File: config.mk
export PLATFORM = sky130hd
export DESIGN_NAME = microwave_ctrl
export DESIGN_NICKNAME = d
export VERILOG_FILES = /design/src/rtl/microwave_ctrl.sv
export SDC_FILE = /design/constraint.sdc
export NUM_CORES = 1
export LEC_CHECK = 0
export ABC_AREA = 1
export CAP_MARGIN = 25
export CORE_UTILIZATION = 35
export DETAILED_ROUTE_END_ITERATION = 8
export PLACE_DENSITY_LB_ADDON = 0.2
export SETUP_SLACK_MARGIN = 0.05
export SYNTH_ARGS = -nofsm -noshare
export SYNTH_HDL_FRONTEND = slang
export SYNTH_SLANG_ARGS = --single-unit
File: constraint.sdc
create_clock -name clock -period 3.7 [get_ports clock]
set_input_delay 0.925 -clock clock [delete_from_list [all_inputs] [get_ports clock]]
set_output_delay 0.925 -clock clock [all_outputs]
set_load 0.005 [all_outputs]
File: src/rtl/microwave_ctrl.sv
// Microwave front-panel controller: keypad debounce, button edge detection,
// IDLE/SET/COOK/PAUSE sequencing, timer strobes and door-gated magnetron enable.
// Handshake: load_en, dec_en, timer_clr and done are single-cycle strobes with
// no back-pressure; key_code is only meaningful in the cycle load_en is high.
module microwave_ctrl #(
  parameter int TICKS_PER_SEC  = 50,
  parameter int DEBOUNCE_TICKS = 2
) (
  input  logic       clock,
  input  logic       resetn,
  input  logic [9:0] keypad,
  input  logic       startn,
  input  logic       stopn,
  input  logic       clearn,
  input  logic       door_closed,
  input  logic       timer_zero,
  output logic [3:0] key_code,
  output logic       load_en,
  output logic       dec_en,
  output logic       timer_clr,
  output logic       mag_on,
  output logic       done,
  output logic [1:0] state
);

  localparam int PW = (TICKS_PER_SEC > 1) ? $clog2(TICKS_PER_SEC) : 1;
  localparam int CW = $clog2(DEBOUNCE_TICKS + 1);

  typedef enum logic [1:0] {
    IDLE  = 2'b00,
    SET   = 2'b01,
    COOK  = 2'b10,
    PAUSE = 2'b11
  } state_t;

  state_t        st;
  logic          start_r, stop_r, clear_r;
  logic          start_ev, stop_ev, clear_ev;
  logic [9:0]    key_prev;
  logic [CW-1:0] db_cnt;
  logic          db_locked;
  logic          key_valid;
  logic          key_same;
  logic [CW-1:0] run_len;
  logic          key_ev;
  logic [3:0]    key_bcd;
  logic [PW-1:0] presc;

  // Register each active-low button once so a press is seen as a 1->0 step.
  always_ff @(posedge clock or negedge resetn) begin
    if (!resetn) begin
      start_r <= 1'b1;
      stop_r  <= 1'b1;
      clear_r <= 1'b1;
    end else begin
      start_r <= startn;
      stop_r  <= stopn;
      clear_r <= clearn;
    end
  end

  assign start_ev = start_r & ~startn;
  assign stop_ev  = stop_r  & ~stopn;
  assign clear_ev = clear_r & ~clearn;

  // Length of the current run of one identical one-hot keypad value, and its BCD code.
  always_comb begin
    key_valid = ($countones(keypad) == 1);
    key_same  = (keypad == key_prev) && (db_cnt != '0);
    run_len   = key_same ? (db_cnt + CW'(1)) : CW'(1);
    key_ev    = !db_locked && key_valid && (run_len >= CW'(DEBOUNCE_TICKS));
    key_bcd   = '0;
    for (int i = 0; i < 10; i++) begin
      if (keypad[i]) key_bcd = 4'(i);
    end
  end

  // Debouncer: accept a stable key once, then stay locked until the pad is quiet long enough.
  always_ff @(posedge clock or negedge resetn) begin
    if (!resetn) begin
      db_locked <= 1'b0;
      db_cnt    <= '0;
      key_prev  <= '0;
    end else if (db_locked) begin
      if (keypad == '0) begin
        if (db_cnt + CW'(1) >= CW'(DEBOUNCE_TICKS)) begin
          db_locked <= 1'b0;
          db_cnt    <= '0;
        end else begin
          db_cnt <= db_cnt + CW'(1);
        end
      end else begin
        db_cnt <= '0;
      end
    end else if (key_ev) begin
      db_locked <= 1'b1;
      db_cnt    <= '0;
    end else if (key_valid) begin
      db_cnt   <= run_len;
      key_prev <= keypad;
    end else begin
      db_cnt <= '0;
    end
  end

  // Main sequencer with registered strobes and the one-second prescaler.
  always_ff @(posedge clock or negedge resetn) begin
    if (!resetn) begin
      st        <= IDLE;
      load_en   <= 1'b0;
      dec_en    <= 1'b0;
      timer_clr <= 1'b0;
      done      <= 1'b0;
      key_code  <= '0;
      presc     <= '0;
    end else begin
      load_en   <= 1'b0;
      dec_en    <= 1'b0;
      timer_clr <= 1'b0;
      done      <= 1'b0;
      if (clear_ev) begin
        st        <= IDLE;
        timer_clr <= 1'b1;
        presc     <= '0;
      end else begin
        case (st)
          IDLE: begin
            if (key_ev) begin
              load_en  <= 1'b1;
              key_code <= key_bcd;
              st       <= SET;
            end
          end
          SET: begin
            // A start press is consumed even when the door or timer blocks it.
            if (start_ev) begin
              if (door_closed && !timer_zero) begin
                st    <= COOK;
                presc <= '0;
              end
            end else if (key_ev) begin
              load_en  <= 1'b1;
              key_code <= key_bcd;
            end
          end
          COOK: begin
            if (stop_ev || !door_closed) begin
              st <= PAUSE;
            end else if (timer_zero) begin
              st   <= IDLE;
              done <= 1'b1;
            end else if (presc == PW'(TICKS_PER_SEC - 1)) begin
              presc  <= '0;
              dec_en <= 1'b1;
            end else begin
              presc <= presc + PW'(1);
            end
          end
          PAUSE: begin
            if (start_ev && door_closed) st <= COOK;
          end
          default: st <= IDLE;
        endcase
      end
    end
  end

  assign state  = st;
  assign mag_on = (st == COOK) && door_closed;

endmodule

[Word-level counts from Yosys, hierarchy flattened]
Cells that the tools add are included.
Word-level totals
  register bits after elaboration: 32
  bits of input ports: 17
  output and inout bits: 11
  word-level logic and storage cells: 118
Cells by class
  $add $sub $neg: 11
  magnitude comparators: 2
  equal/unequal tests: 14
  multiplexer cells: 50
  bitwise logic cells: 9
  reductions and logical operators: 19
Operators with widths (number)
  $mux 4: 10
  $mux 6: 6
  $mux 2: 13
  $ne 3x3->1 const B: 6
  $mux 1: 17
  $pmux 6 s2: 1
  $add 1x1->2: 5
  $eq 10x10->1: 1
  $logic_not 10->1: 1
  $reduce_and 5->1: 2
  $pmux 2 s4: 1
  $pmux 4 s2: 1
  $add 2x2->3: 2
  $add 6x1->6 const B: 1
  $eq 6x6->1 const B: 1
  $logic_and 1x1->1: 6
  $not 1->1: 6
  $reduce_and 3->1: 2
  $add 4x2->5: 1
  $eq 5x1->1 const B: 1
  $add 3x3->4: 1
  $eq 2x2->1 const B: 2
  $ge 2x2->1 const B: 2
  $ne 4x4->1 const B: 1
  10 further kinds: 15

[Longest topological paths before layout]
Gate-level depths: netlist of run 1.
  word-level depth: 12
  mapped depth: 18
  mapped depth without buffers: 17

[Least setup slack after synthesis of run 1]
Ideal clock, no wire load.
  path kind: in2reg
  start: input port keypad[0]
  end: register key_prev[6]
  setup time: 127 ps
  arrival: 3862 ps
  required time: 3573 ps
  slack: -289 ps
  stages: 16
  path buffers: 1
  path through: fa_1 -> fa_1 -> inv_1 -> fa_1 -> inv_1 -> ha_1 -> inv_1 -> fa_1 -> nand3_1 -> nor2_1 -> nand2_1 -> nor2_1 -> nand3_2 -> nand2_2 -> buf_4 -> o21ai_0
Between the ends
  word-level cells in the longest chain between the ends: 9
  elaborated cells between the ends (all ways): 13
  classes of those cells: 4 x add/sub; 1 x order compare; 2 x eq/ne; 1 x mux; 1 x bitwise; 4 x reduce/logical
RTL lines
  start: declaration: line 11  | input logic [9:0] keypad,
  $add 1x1->2 (not written as such): line 68  | key_valid = ($countones(keypad) == 1);
  $add 2x2->3 (not written as such): line 68
  $add 3x3->4 (not written as such): line 68
  $add 4x2->5 (not written as such): line 68
  $eq 5x1->1: line 68
  $logic_and 1x1->1 (2 in a row): line 71  | key_ev = !db_locked && key_valid && (run_len >= CW'(DEBOUNCE_TICKS));
  $not 1->1 (no source line)
  $reduce_and 3->1 (no source line) *
  end signal: assignment: line 100  | key_prev <= keypad;
  end: declaration: line 39  | logic [9:0] key_prev;
Every way passes the cells marked *; elsewhere a longest branch is shown, timed or not.
A chain may end at the register's enable or synchronous reset.

[Final worst setup path of run 1]
  start: input port keypad[0]
  end: register key_prev[5]
The elaborated chain is that of the path after synthesis.

==> reports/qor.yml, run 1 <==
status: "finished with violations"
violations: "setup timing"
io_buffers: 27
ys_types: 26
fin_worst_skew_ns: 0.008868
remaining_drc_errors: 0
cts_htree_levels: 2
ys_seq_area_share_pct: 40.24
grt_start_max_net_pins: 33
pre_cts_ws_ns: -0.9355
clk_pin_slew_worst_paths_ns: 0.07
ios: 28
cts_num_sinks: 32
place_congestion: 0.7797
p_clk_share_pct: 20.7
wire_per_inst_um: 11.64
rsz0062_at_grt: "true"
hold_viol: 0
worstHoldStart: "key_code[2]$_DFFE_PN0P_"
power_mw: 1.639
critPathCaptureType: "flip-flop"
antenna_found_initial: 0
synthToLayoutAreaGrowth_pct: 43.99
maxCapViolCount: 0
critPathLaunch: "keypad[0]"
vias: 1854
report.final.slew_viol_count: 0
grt_use_total_pct: 17.29
seqPwrFrac_pct: 31.3
num_rows: 27
cts_tree: "done"
cts-root-buf: "clkbuf_8"
yosys.area.top_type_share_pct: 36.30
via_per_inst: 4.600
routed_wl_um: 4692
drt-initial-drc-count: 104
synthCells: 275
worst_slack_ns: -0.3167
timing.final.crit_share_pct: 108.6
diodes: 0
dpl.hpwl_um: 3240
power.leakage_nw: 1.478
clock_latency_ns: 0.30
p_sw_uw: 621.8
vdd_drop_max_mv: 0.2460
use_met2_pct: 26.55
drt_first_pass_iters: 4
busiest_layer: "met2"
final_nets: 360
fin_hold_ws_ns: 0.5085
holdCritPathClass: "flip-flop to flip-flop"
die_x_um: 77.58
initial_core_util_pct: 36.31
syn_nets: 305
synth_edf_count: 0
yosysMostFrequentCell: "nand2_1"
grt_pass1_wl_um: 8066
grt.overflow.total: 0
max_clock_freq_ghz: 0.2490
sw_frac_of_total_pct: 37.94
min_period_ns: 4.017
die-area_um2: 6019
grt_use_met1_pct: 23.98
criticalPathCategory: "primary input to flip-flop"
grt_pass1_vias: 1743
cts_made_buffers: 5
crit_path_start_kind: "primary input"
ys.flop_type: "dfrtp_1"
core_um2: 5507
finalSetupViolCount: 19
use_met3_pct: 4.588
yosysWarningCount: 0
async_reset_ff_share_pct: 100.0
yosys-top-cells-area: "dfrtp_1, nand2_1, inv_1"
internal_power_mw: 1.017
syn_area_um2: 1999
synth_common_cells: "nand2_1, inv_1, nor2_1, dfrtp_1, nand3_1"
ys_ff_latch: 32
power_frac_comb_pct: 48.0
layout-drive-gt1-share_pct: 26.89
final_antenna_net_count: 0
path_max_fanout: 5
synth_top_cell_by_area: "dfrtp_1"
arrival_ns: 4.24
avgSynthCellArea_um2: 7.271
critical_path.reg2reg.startpoint: "db_cnt[0]$_DFF_PN0_"
worst_ep_required_time_ns: 3.92
die_h_um: 77.58
max-clock-path-buffers: 2
hold_buffers: 0
power.density_nw_per_um2: 569.2
[timing repair]
item	in CTS	in global routing
gates cloned	3	0
hold endpoints to repair	0	0
setup endpoints to repair	19	19
pin swaps	10	16
resized for setup	56	34
buffers inserted	7	1
[flip-flops by register name, summed over array words and instances (netlist names), 2 cells and up]
register	count
state	2
key_prev	10
presc	6
key_code	4
db_cnt	2
[cell type report]
class | count | area, um^2
fillers | 515 | 2628
inverters | 58 | 217.7
repair buffers | 50 | 538.0
clock inverters | 2 | 35.03
multi-input cells | 183 | 1121
clock buffers | 6 | 72.57
well taps | 72 | 90.09
flip-flops and latches | 32 | 804.5
[critical path, cell delays in order]
cell	delay [ns]
buf_6	0.10
fa_1	0.49
fa_1	0.52
inv_1	0.05
fa_1	0.43
inv_1	0.07
ha_2	0.18
inv_2	0.04
fa_1	0.47
nand3_1	0.07
nor2_1	0.09
nand2_1	0.08
nor2_2	0.12
nand3_2	0.12
nand2_4	0.12
buf_6	0.14
buf_16	0.12
nand2_2	0.04
o21ai_1	0.06
[layout by cell type, fill, tap and decap left out, drive strengths merged]
| master | Yosys | layout |
|---|---|---|
| a21oi | 6 | 6 |
| buf | 2 | 29 |
| bufinv | 0 | 1 |
| clkbuf | 0 | 6 |
| clkdlybuf4s50 | 0 | 21 |
| clkinv | 0 | 1 |
| conb | 1 | 1 |
| dfrtp | 29 | 29 |
| dfstp | 3 | 3 |
| fa | 6 | 6 |
| ha | 7 | 7 |
| inv | 58 | 58 |
| nand2 | 80 | 80 |
| nand3 | 19 | 19 |
| nand3b | 1 | 1 |
| nand4 | 7 | 7 |
| nor2 | 35 | 35 |
| nor3 | 1 | 1 |
| o21ai | 15 | 15 |
| o21bai | 1 | 1 |
| o22ai | 1 | 1 |
| o31ai | 1 | 1 |
| or2 | 2 | 2 |
[final timing paths]
| path | slack [ns] | cells after the start | endpoint |
|---|---|---|---|
| max | -0.32 | 19 | key_prev[5]$_DFFE_PN0P_ |
| min | 0.51 | 2 | key_code[2]$_DFFE_PN0P_ |
| max reg2reg | 1.98 | 11 | key_prev[5]$_DFFE_PN0P_ |
| min reg2reg | 0.51 | 2 | key_code[2]$_DFFE_PN0P_ |
| max in group asynchronous | 2.33 | 2 | start_r$_DFF_PN1_ |
| min in group asynchronous | 1.03 | 2 | presc[1]$_DFFE_PN0P_ |
[power by group through the flow]
stage	Sequential (mW)	Combinational, mW	Clock (mW)
finish	0.513	0.787	0.339
global route	0.525	0.882	0.363
CTS	0.499	0.734	0.351
detailed placement	0.499	0.517	0
global placement	0.498	0.510	0
floorplan	0.486	0.367	0
[per-layer routing]
metal  part of all wire, %  vias up
met5                     0        -
met4                   1.2        0
met3                   4.1        7
met2                    47       26
met1                    48      864
li1                      -      957
[metrics by stage]
step                utilization [%]  std cells  TNS, ns  cell area [um^2]
finish                        52.28        403   -4.973              2879
floorplan                         -        275   -3.509              2006
CTS                           50.24        404   -7.271              2766
global placement              44.83        387   -15.36              2469
detailed placement            44.83        387   -16.59              2469
global route                  52.28        403   -8.616              2879
[cells by family (layout without fill, tap and decap cells)]
group	count (synthesis)	in the layout	synth area share, %
simple gates	145	145	31.04
buf+inv	60	116	11.83
fa+ha+maj	13	13	10.39
other cells	1	1	0.1876
compound gates	24	24	6.321
flops	32	32	40.24
Power figures use the tool's default switching activity.
==> inputs of run 2 (changes only) <==
Settings changed: ABC_AREA 1 to 0, DONT_BUFFER_PORTS set to 1.
==> run 2 against run 1 <==
The run still ends with setup timing left. Cell count shrank 37%. Non-clock buffer count shrank 41. Cell area shrank 27%. Register-to-register slack lost 0.54 ns. First-iteration DRC count shrank 59%. Die area shrank 9.3%. Utilization shrank 8.8 points. Global-route usage shrank 1.5 points. Routed wire length shrank 16%. Synthesized cell count shrank 38%. Setup slack lost 0.15 ns. Clock power shrank 19%. Highest routed layer unchanged.
==> reports/qor.yml, run 2 <==
io_buffers: 0  # was 27
clk_pin_slew_worst_paths_ns: 0.07  # about the same
vias: 1315  # was 1854
path_max_fanout: 5  # unchanged
die-area_um2: 5460  # was 6019 um^2
critical_path.reg2reg.startpoint: "key_prev[0]$_DFFE_PN0P_"  # was db_cnt[0]$_DFF_PN0_
yosys-top-cells-area: "dfrtp_1, mux2_2, fa_1"  # was dfrtp_1, nand2_1, inv_1
cts_htree_levels: 2  # unchanged
nFillCells: 471  # was 515
layout-drive-gt1-share_pct: 22.99  # was 26.89%
vdd_drop_max_mv: 0.2104  # was 0.2460 mV
yosys.area.top_type_share_pct: 40.11  # was 36.30%
grt_pass1_vias: 1378  # was 1743
final_cell_mix: "dfrtp_1, inv_1, nand2_1, xor2_1, buf_4"  # was nand2_1, inv_1, dfrtp_1, nor2_1, clkdlybuf4s50_1
rsz0062_at_grt: "true"  # unchanged
regToRegEndpoint: "key_code[0]$_DFFE_PN0P_"  # was key_prev[5]$_DFFE_PN0P_
hold_viol: 0  # unchanged
core_um2: 4848  # was 5507 um^2
fin_hold_ws_ns: 0.3355  # was 0.5085 ns
drt-initial-drc-count: 43  # was 104
maxCapViolCount: 0  # unchanged
finalInstanceArea_um2: 2110  # was 2879 um^2
grt_use_total_pct: 15.80  # was 17.29%
cts_num_sinks: 32  # unchanged
synth_common_cells: "dfrtp_1, inv_1, nand2_1, mux2_2, xor2_1"  # was nand2_1, inv_1, nor2_1, dfrtp_1, nand3_1
antenna_found_initial: 0  # unchanged
diodes: 0  # unchanged
syn_nets: 200  # was 305
ys.flop_type: "dfrtp_1"  # unchanged
syn_area_um2: 1809  # was 1999 um^2
power_mw: 1.087  # was 1.639 mW
wire_per_inst_um: 15.52  # was 11.64 um
synth_top_cell_by_area: "dfrtp_1"  # unchanged
place_congestion: 0.8400  # was 0.7797
synthToLayoutAreaGrowth_pct: 16.60  # was 43.99%
power.density_nw_per_um2: 515.1  # was 569.2 nW/um^2
synth_edf_count: 0  # unchanged
final_common_cell: "dfrtp_1"  # was nand2_1
seq_area_um2: 804.5  # unchanged
grt.overflow.total: 0  # unchanged
dpl.hpwl_um: 2873  # was 3240 um
placed_cell_area_um2: 1942  # was 2469 um^2
max_clock_freq_ghz: 0.2401  # was 0.2490 GHz
relSlewSlack_pct: 55.27
cts-root-buf: "clkbuf_8"  # unchanged
via_per_inst: 5.177  # was 4.600
ys_types: 42  # was 26
final_nets: 216  # was 360
min_period_ns: 4.165  # was 4.017 ns
ys_ff_latch: 32  # unchanged
timing.final.crit_share_pct: 112.6  # was 108.6%
ys_seq_area_share_pct: 44.47  # was 40.24%
remaining_drc_errors: 0  # unchanged
crit_path_start_kind: "primary input"  # unchanged
die_x_um: 73.90  # was 77.58 um
max-clock-path-buffers: 2  # unchanged
cts_made_buffers: 5  # unchanged
status: "finished with violations"  # unchanged
dp_cells: 241  # was 387
tns_ns: -6.065  # was -4.973 ns
final_antenna_net_count: 0  # unchanged
finalSetupViolCount: 18  # was 19
die_h_um: 73.90  # was 77.58 um
reg2reg_depth: 5  # was 11
biggestRegsByFlops: "key_prev x10, presc x6, key_code x4"  # unchanged
grt_start_max_net_pins: 33  # unchanged
routed_wl_um: 3941  # was 4692 um
violations: "setup timing"  # unchanged
layout.cells.non_filler: 254  # was 403
arrival_ns: 4.33  # was 4.24 ns
cts_tree: "done"  # unchanged
synthCells: 170  # was 275
hold_buffers: 0  # unchanged
report.final.slew_viol_count: 0  # unchanged
num_rows: 25  # was 27
largest_reg_flops: 10  # unchanged
criticalPathCategory: "primary input to flip-flop"  # unchanged
worst_ep_required_time_ns: 3.86  # was 3.92 ns
r2r_setup_slack_ns: 1.44  # was 1.98 ns
multi_input_area_um2: 985.9  # was 1121 um^2
yosysMostFrequentCell: "dfrtp_1"  # was nand2_1
yosysWarningCount: 0  # unchanged
initial_core_util_pct: 37.32  # was 36.31%
worstMarginPinSlew_ns: 0.6709
regMostFlops: "key_prev"  # unchanged
clock_latency_ns: 0.28  # was 0.30 ns
async_reset_ff_share_pct: 100.0  # unchanged
worst_slack_ns: -0.4652  # was -0.3167 ns
avgSynthCellArea_um2: 10.64  # was 7.271 um^2
drt_first_pass_iters: 4  # unchanged
ios: 28  # unchanged
grt_pass1_wl_um: 6244  # was 8066 um
power.leakage_nw: 0.9717  # was 1.478 nW
critPathCaptureType: "flip-flop"  # unchanged
holdCritPathClass: "primary input to asynchronous set/reset pin"  # was flip-flop to flip-flop
fin_worst_skew_ns: 0.007408  # was 0.008868 ns
run 2: cell types whose count changed in the layout (fill, tap and decap cells not counted), moves of 9 or more:
| cell | previous run | this run |
|---|---|---|
| nand2_1 | 63 | 13 |
| clkdlybuf4s50_1 | 21 | 0 |
| xor2_1 | 0 | 10 |
| nand3_1 | 13 | 4 |
| nor2_1 | 27 | 8 |
| o21ai_2 | 10 | 0 |
| inv_1 | 50 | 19 |
| nand2_4 | 10 | 0 |
run 2: worst max path at each step:
stage / startpoint / to / slack [ns] / cells after the start
global route: keypad[3] / key_code[0]$_DFFE_PN0P_ / -0.58 / 13
detailed placement: keypad[3] / key_code[0]$_DFFE_PN0P_ / -0.70 / 13
CTS: keypad[3] / key_code[0]$_DFFE_PN0P_ / -0.43 / 13
global placement: keypad[3] / key_code[1]$_DFFE_PN0P_ / -0.64 / 13
finish: keypad[3] / key_code[0]$_DFFE_PN0P_ / -0.47 / 13
floorplan: keypad[3] / key_code[0]$_DFFE_PN0P_ / -0.62 / 13
run 2: power breakdown:
| group | leakage [nW] | switching, mW | internal, mW |
|---|---|---|---|
| Combinational | 0.512 | 0.168 | 0.190 |
| Clock | 0.0510 | 0.127 | 0.148 |
| Sequential | 0.408 | 0.0384 | 0.415 |
| Total | 0.972 | 0.333 | 0.753 |
run 2: final cells by class:
class,count,area share [%]
Clock buffer,6,3.915
Clock inverter,2,0.4745
Inverter,20,3.559
Multi-Input combinational cell,118,46.74
Sequential cell,32,38.14
Tap cell,67,3.974
Timing Repair Buffer,9,3.203
run 2: per-stage QoR:
step	setup slack, ns	util (%)
after global placement	-0.6435	40.05
after floorplan	-0.6184	-
final	-0.4652	43.51
after detailed placement	-0.6973	40.05
after global routing	-0.5814	43.51
after CTS	-0.4317	42.53
run 2: layer usage:
layer  global-route usage [%]  vias to the layer above  wire length (um)
li1                         -                      616                 -
met1                    16.98                      655              1564
met2                    28.85                       37              2080
met3                    5.487                        7               250
met4                    4.915                        0                46
met5                        0                        -                 0
run 2: cells by family (layout without fill, tap and decap cells):
logic type / after synthesis / count (layout) / synth area share (%)
adder cells (fa/ha/maj): 13 / 13 / 11.48
AND/OR/NAND/NOR: 59 / 59 / 17.98
AO/OA/AOI/OAI: 22 / 22 / 8.922
buffers and inverters: 20 / 37 / 4.149
other: 1 / 1 / 0.2073
XOR/XNOR: 10 / 10 / 4.841
flip-flops: 32 / 32 / 44.47
multiplexers: 13 / 13 / 7.953
run 2: critical path: stages:
cell       delay [ns]
fa_1             0.49
fa_1             0.52
inv_1            0.05
fa_1             0.44
inv_1            0.07
ha_2             0.18
inv_2            0.04
fa_2             0.36
a2111oi_4        0.24
a21oi_2          0.08
or3_4            0.36
nor3_4           0.25
mux2_4           0.34
run 2: what timing repair did:
action	CTS	global route
pin swaps	2	2
hold endpoints to repair	0	0
gates resized for setup	1	7
buffers inserted	3	2
endpoints found under the setup margin	18	18
==> inputs of run 3 (changes only) <==
Settings changed: CTS_CLUSTER_DIAMETER set to 100, REMOVE_ABC_BUFFERS set to 1.
==> run 3 against run 2 <==
The run still ends with setup timing left. Register-to-register slack better by 0.08 ns. Combinational power down 2%. First-iteration DRC count rose by 19%. Routed wire length down 1.7%. Clock-buffer cell count is 1 higher. Critical path depth unchanged. Sequential cell count is the same.
==> reports/qor.yml, run 3 (synthesis gave the netlist of run 2 again) <==
power_mw: 1.061  # was 1.087 mW
core_um2: 4848  # unchanged
drt_first_pass_iters: 4  # unchanged
place_congestion: 0.7869  # was 0.8400
via_per_inst: 5.055  # was 5.177
final_common_cell: "dfrtp_1"  # unchanged
fin_util_pct: 43.35  # was 43.51%
cts_made_buffers: 5  # unchanged
largest_reg_flops: 10  # unchanged
vdd_drop_max_mv: 0.1815  # was 0.2104 mV
layout-drive-gt1-share_pct: 21.28  # was 22.99%
die-area_um2: 5460  # unchanged
ios: 28  # unchanged
final_antenna_net_count: 0  # unchanged
grt_pass1_vias: 1236  # was 1378
relSlewSlack_pct: 54.62  # was 55.27%
report.final.slew_viol_count: 0  # unchanged
drt-initial-drc-count: 51  # was 43
reg2reg_depth: 5  # unchanged
fin_worst_skew_ns: 0.005084  # was 0.007408 ns
r2r_setup_slack_ns: 1.52  # was 1.44 ns
maxCapViolCount: 0  # unchanged
max_clock_freq_ghz: 0.2411  # was 0.2401 GHz
tns_ns: -5.678  # was -6.065 ns
dpl.hpwl_um: 2845  # was 2873 um
cts_htree_levels: 2  # unchanged
synthToLayoutAreaGrowth_pct: 16.18  # was 16.60%
holdCritPathClass: "primary input to asynchronous set/reset pin"  # unchanged
status: "finished with violations"  # unchanged
final_nets: 217  # was 216
cts_num_sinks: 32  # unchanged
timing.final.crit_share_pct: 112.1  # was 112.6%
io_buffers: 0  # unchanged
final_cell_mix: "dfrtp_1, inv_1, nand2_1, xor2_1"  # was dfrtp_1, inv_1, nand2_1, xor2_1, buf_4
regToRegEndpoint: "key_code[2]$_DFFE_PN0P_"  # was key_code[0]$_DFFE_PN0P_
rsz0062_at_grt: "true"  # unchanged
min_period_ns: 4.147  # was 4.165 ns
grt_use_total_pct: 15.81  # was 15.80%
clk_pin_slew_worst_paths_ns: 0.07  # about the same
vias: 1289  # was 1315
die_x_um: 73.90  # unchanged
critical_path.reg2reg.startpoint: "key_prev[9]$_DFFE_PN0P_"  # was key_prev[0]$_DFFE_PN0P_
remaining_drc_errors: 0  # unchanged
antenna_found_initial: 0  # unchanged
routed_wl_um: 3874  # was 3941 um
cts-root-buf: "clkbuf_8"  # unchanged
criticalPathCategory: "primary input to flip-flop"  # unchanged
nFillCells: 476  # was 471
path_max_fanout: 5  # unchanged
arrival_ns: 4.31  # was 4.33 ns
initial_core_util_pct: 37.32  # unchanged
power.density_nw_per_um2: 505.0  # was 515.1 nW/um^2
critPathCaptureType: "flip-flop"  # unchanged
diodes: 0  # unchanged
max-clock-path-buffers: 2  # unchanged
fin_hold_ws_ns: 0.3296  # was 0.3355 ns
cts_tree: "done"  # unchanged
worst_slack_ns: -0.4474  # was -0.4652 ns
finalSetupViolCount: 18  # unchanged
grt_start_max_net_pins: 33  # unchanged
num_rows: 25  # unchanged
die_h_um: 73.90  # unchanged
worst_ep_required_time_ns: 3.86  # about the same
power.leakage_nw: 0.9701  # was 0.9717 nW
biggestRegsByFlops: "key_prev x10, presc x6, key_code x4"  # unchanged
hold_viol: 0  # unchanged
regMostFlops: "key_prev"  # unchanged
grt.overflow.total: 0  # unchanged
worstMarginPinSlew_ns: 0.6806  # was 0.6709 ns
grt_pass1_wl_um: 6168  # was 6244 um
wire_per_inst_um: 15.19  # was 15.52 um
clock_latency_ns: 0.28  # about the same
crit_path_start_kind: "primary input"  # unchanged
violations: "setup timing"  # unchanged
==> run 3: layout make-up <==
| type | count | area [um^2] | share of cell area (%) |
|---|---|---|---|
| multi-input cells | 118 | 974.7 | 46.37 |
| flip-flops and latches | 32 | 804.5 | 38.27 |
| well taps | 67 | 83.83 | 3.988 |
| repair buffers | 10 | 82.58 | 3.929 |
| clock buffers | 7 | 76.32 | 3.631 |
| inverters | 20 | 75.07 | 3.571 |
| clock inverters | 1 | 5.005 | 0.2381 |
==> run 3: worst max-delay path by stage <==
stage	to	cells past startpoint	from
after floorplan	key_code[0]$_DFFE_PN0P_	13	keypad[0]
after global placement	key_code[0]$_DFFE_PN0P_	13	keypad[0]
after detailed placement	key_code[2]$_DFFE_PN0P_	13	keypad[0]
final	key_code[2]$_DFFE_PN0P_	13	keypad[3]
after CTS	key_code[2]$_DFFE_PN0P_	13	keypad[3]
after global routing	key_code[2]$_DFFE_PN0P_	13	keypad[3]
==> run 3: critical path: stages <==
cell and delay [ns]:
fa_1 0.49, fa_1 0.51, inv_1 0.05, fa_1 0.42, inv_1 0.07, ha_2 0.18, inv_2 0.04, fa_2 0.38
a2111oi_4 0.23, a21oi_2 0.07, or3_4 0.35, nor3_4 0.26, mux2_4 0.33
==> run 3: through the flow <==
stage	instances	setup WS, ns	cell area [um^2]
3_3_place_gp	243	-0.9292	1938
3_5_place_dp	243	-0.9973	1938
5_1_grt	255	-0.5789	2102
2_1_floorplan	170	-0.8881	1809
4_1_cts	253	-0.4170	2078
6_report	255	-0.4474	2102
==> run 3: layer usage <==
layer  GRT usage [%]  routed length [um]
met2           25.89                1993
met4           5.769                  25
met1           19.79                1719
met5               0                   0
met3           4.527                 136
==> run 3: power by group <==
group / total, mW / internal (mW) / switching (mW)
registers: 0.454 / 0.415 / 0.0390
clock network: 0.258 / 0.132 / 0.126
logic: 0.350 / 0.188 / 0.161
==> run 3: what timing repair did <==
action / in CTS / in global routing
resized for setup: 11 / 2
endpoints found under the setup margin: 18 / 18
buffers inserted: 3 / 2
hold buffers: 0 / 0
pin swaps: 5 / 3
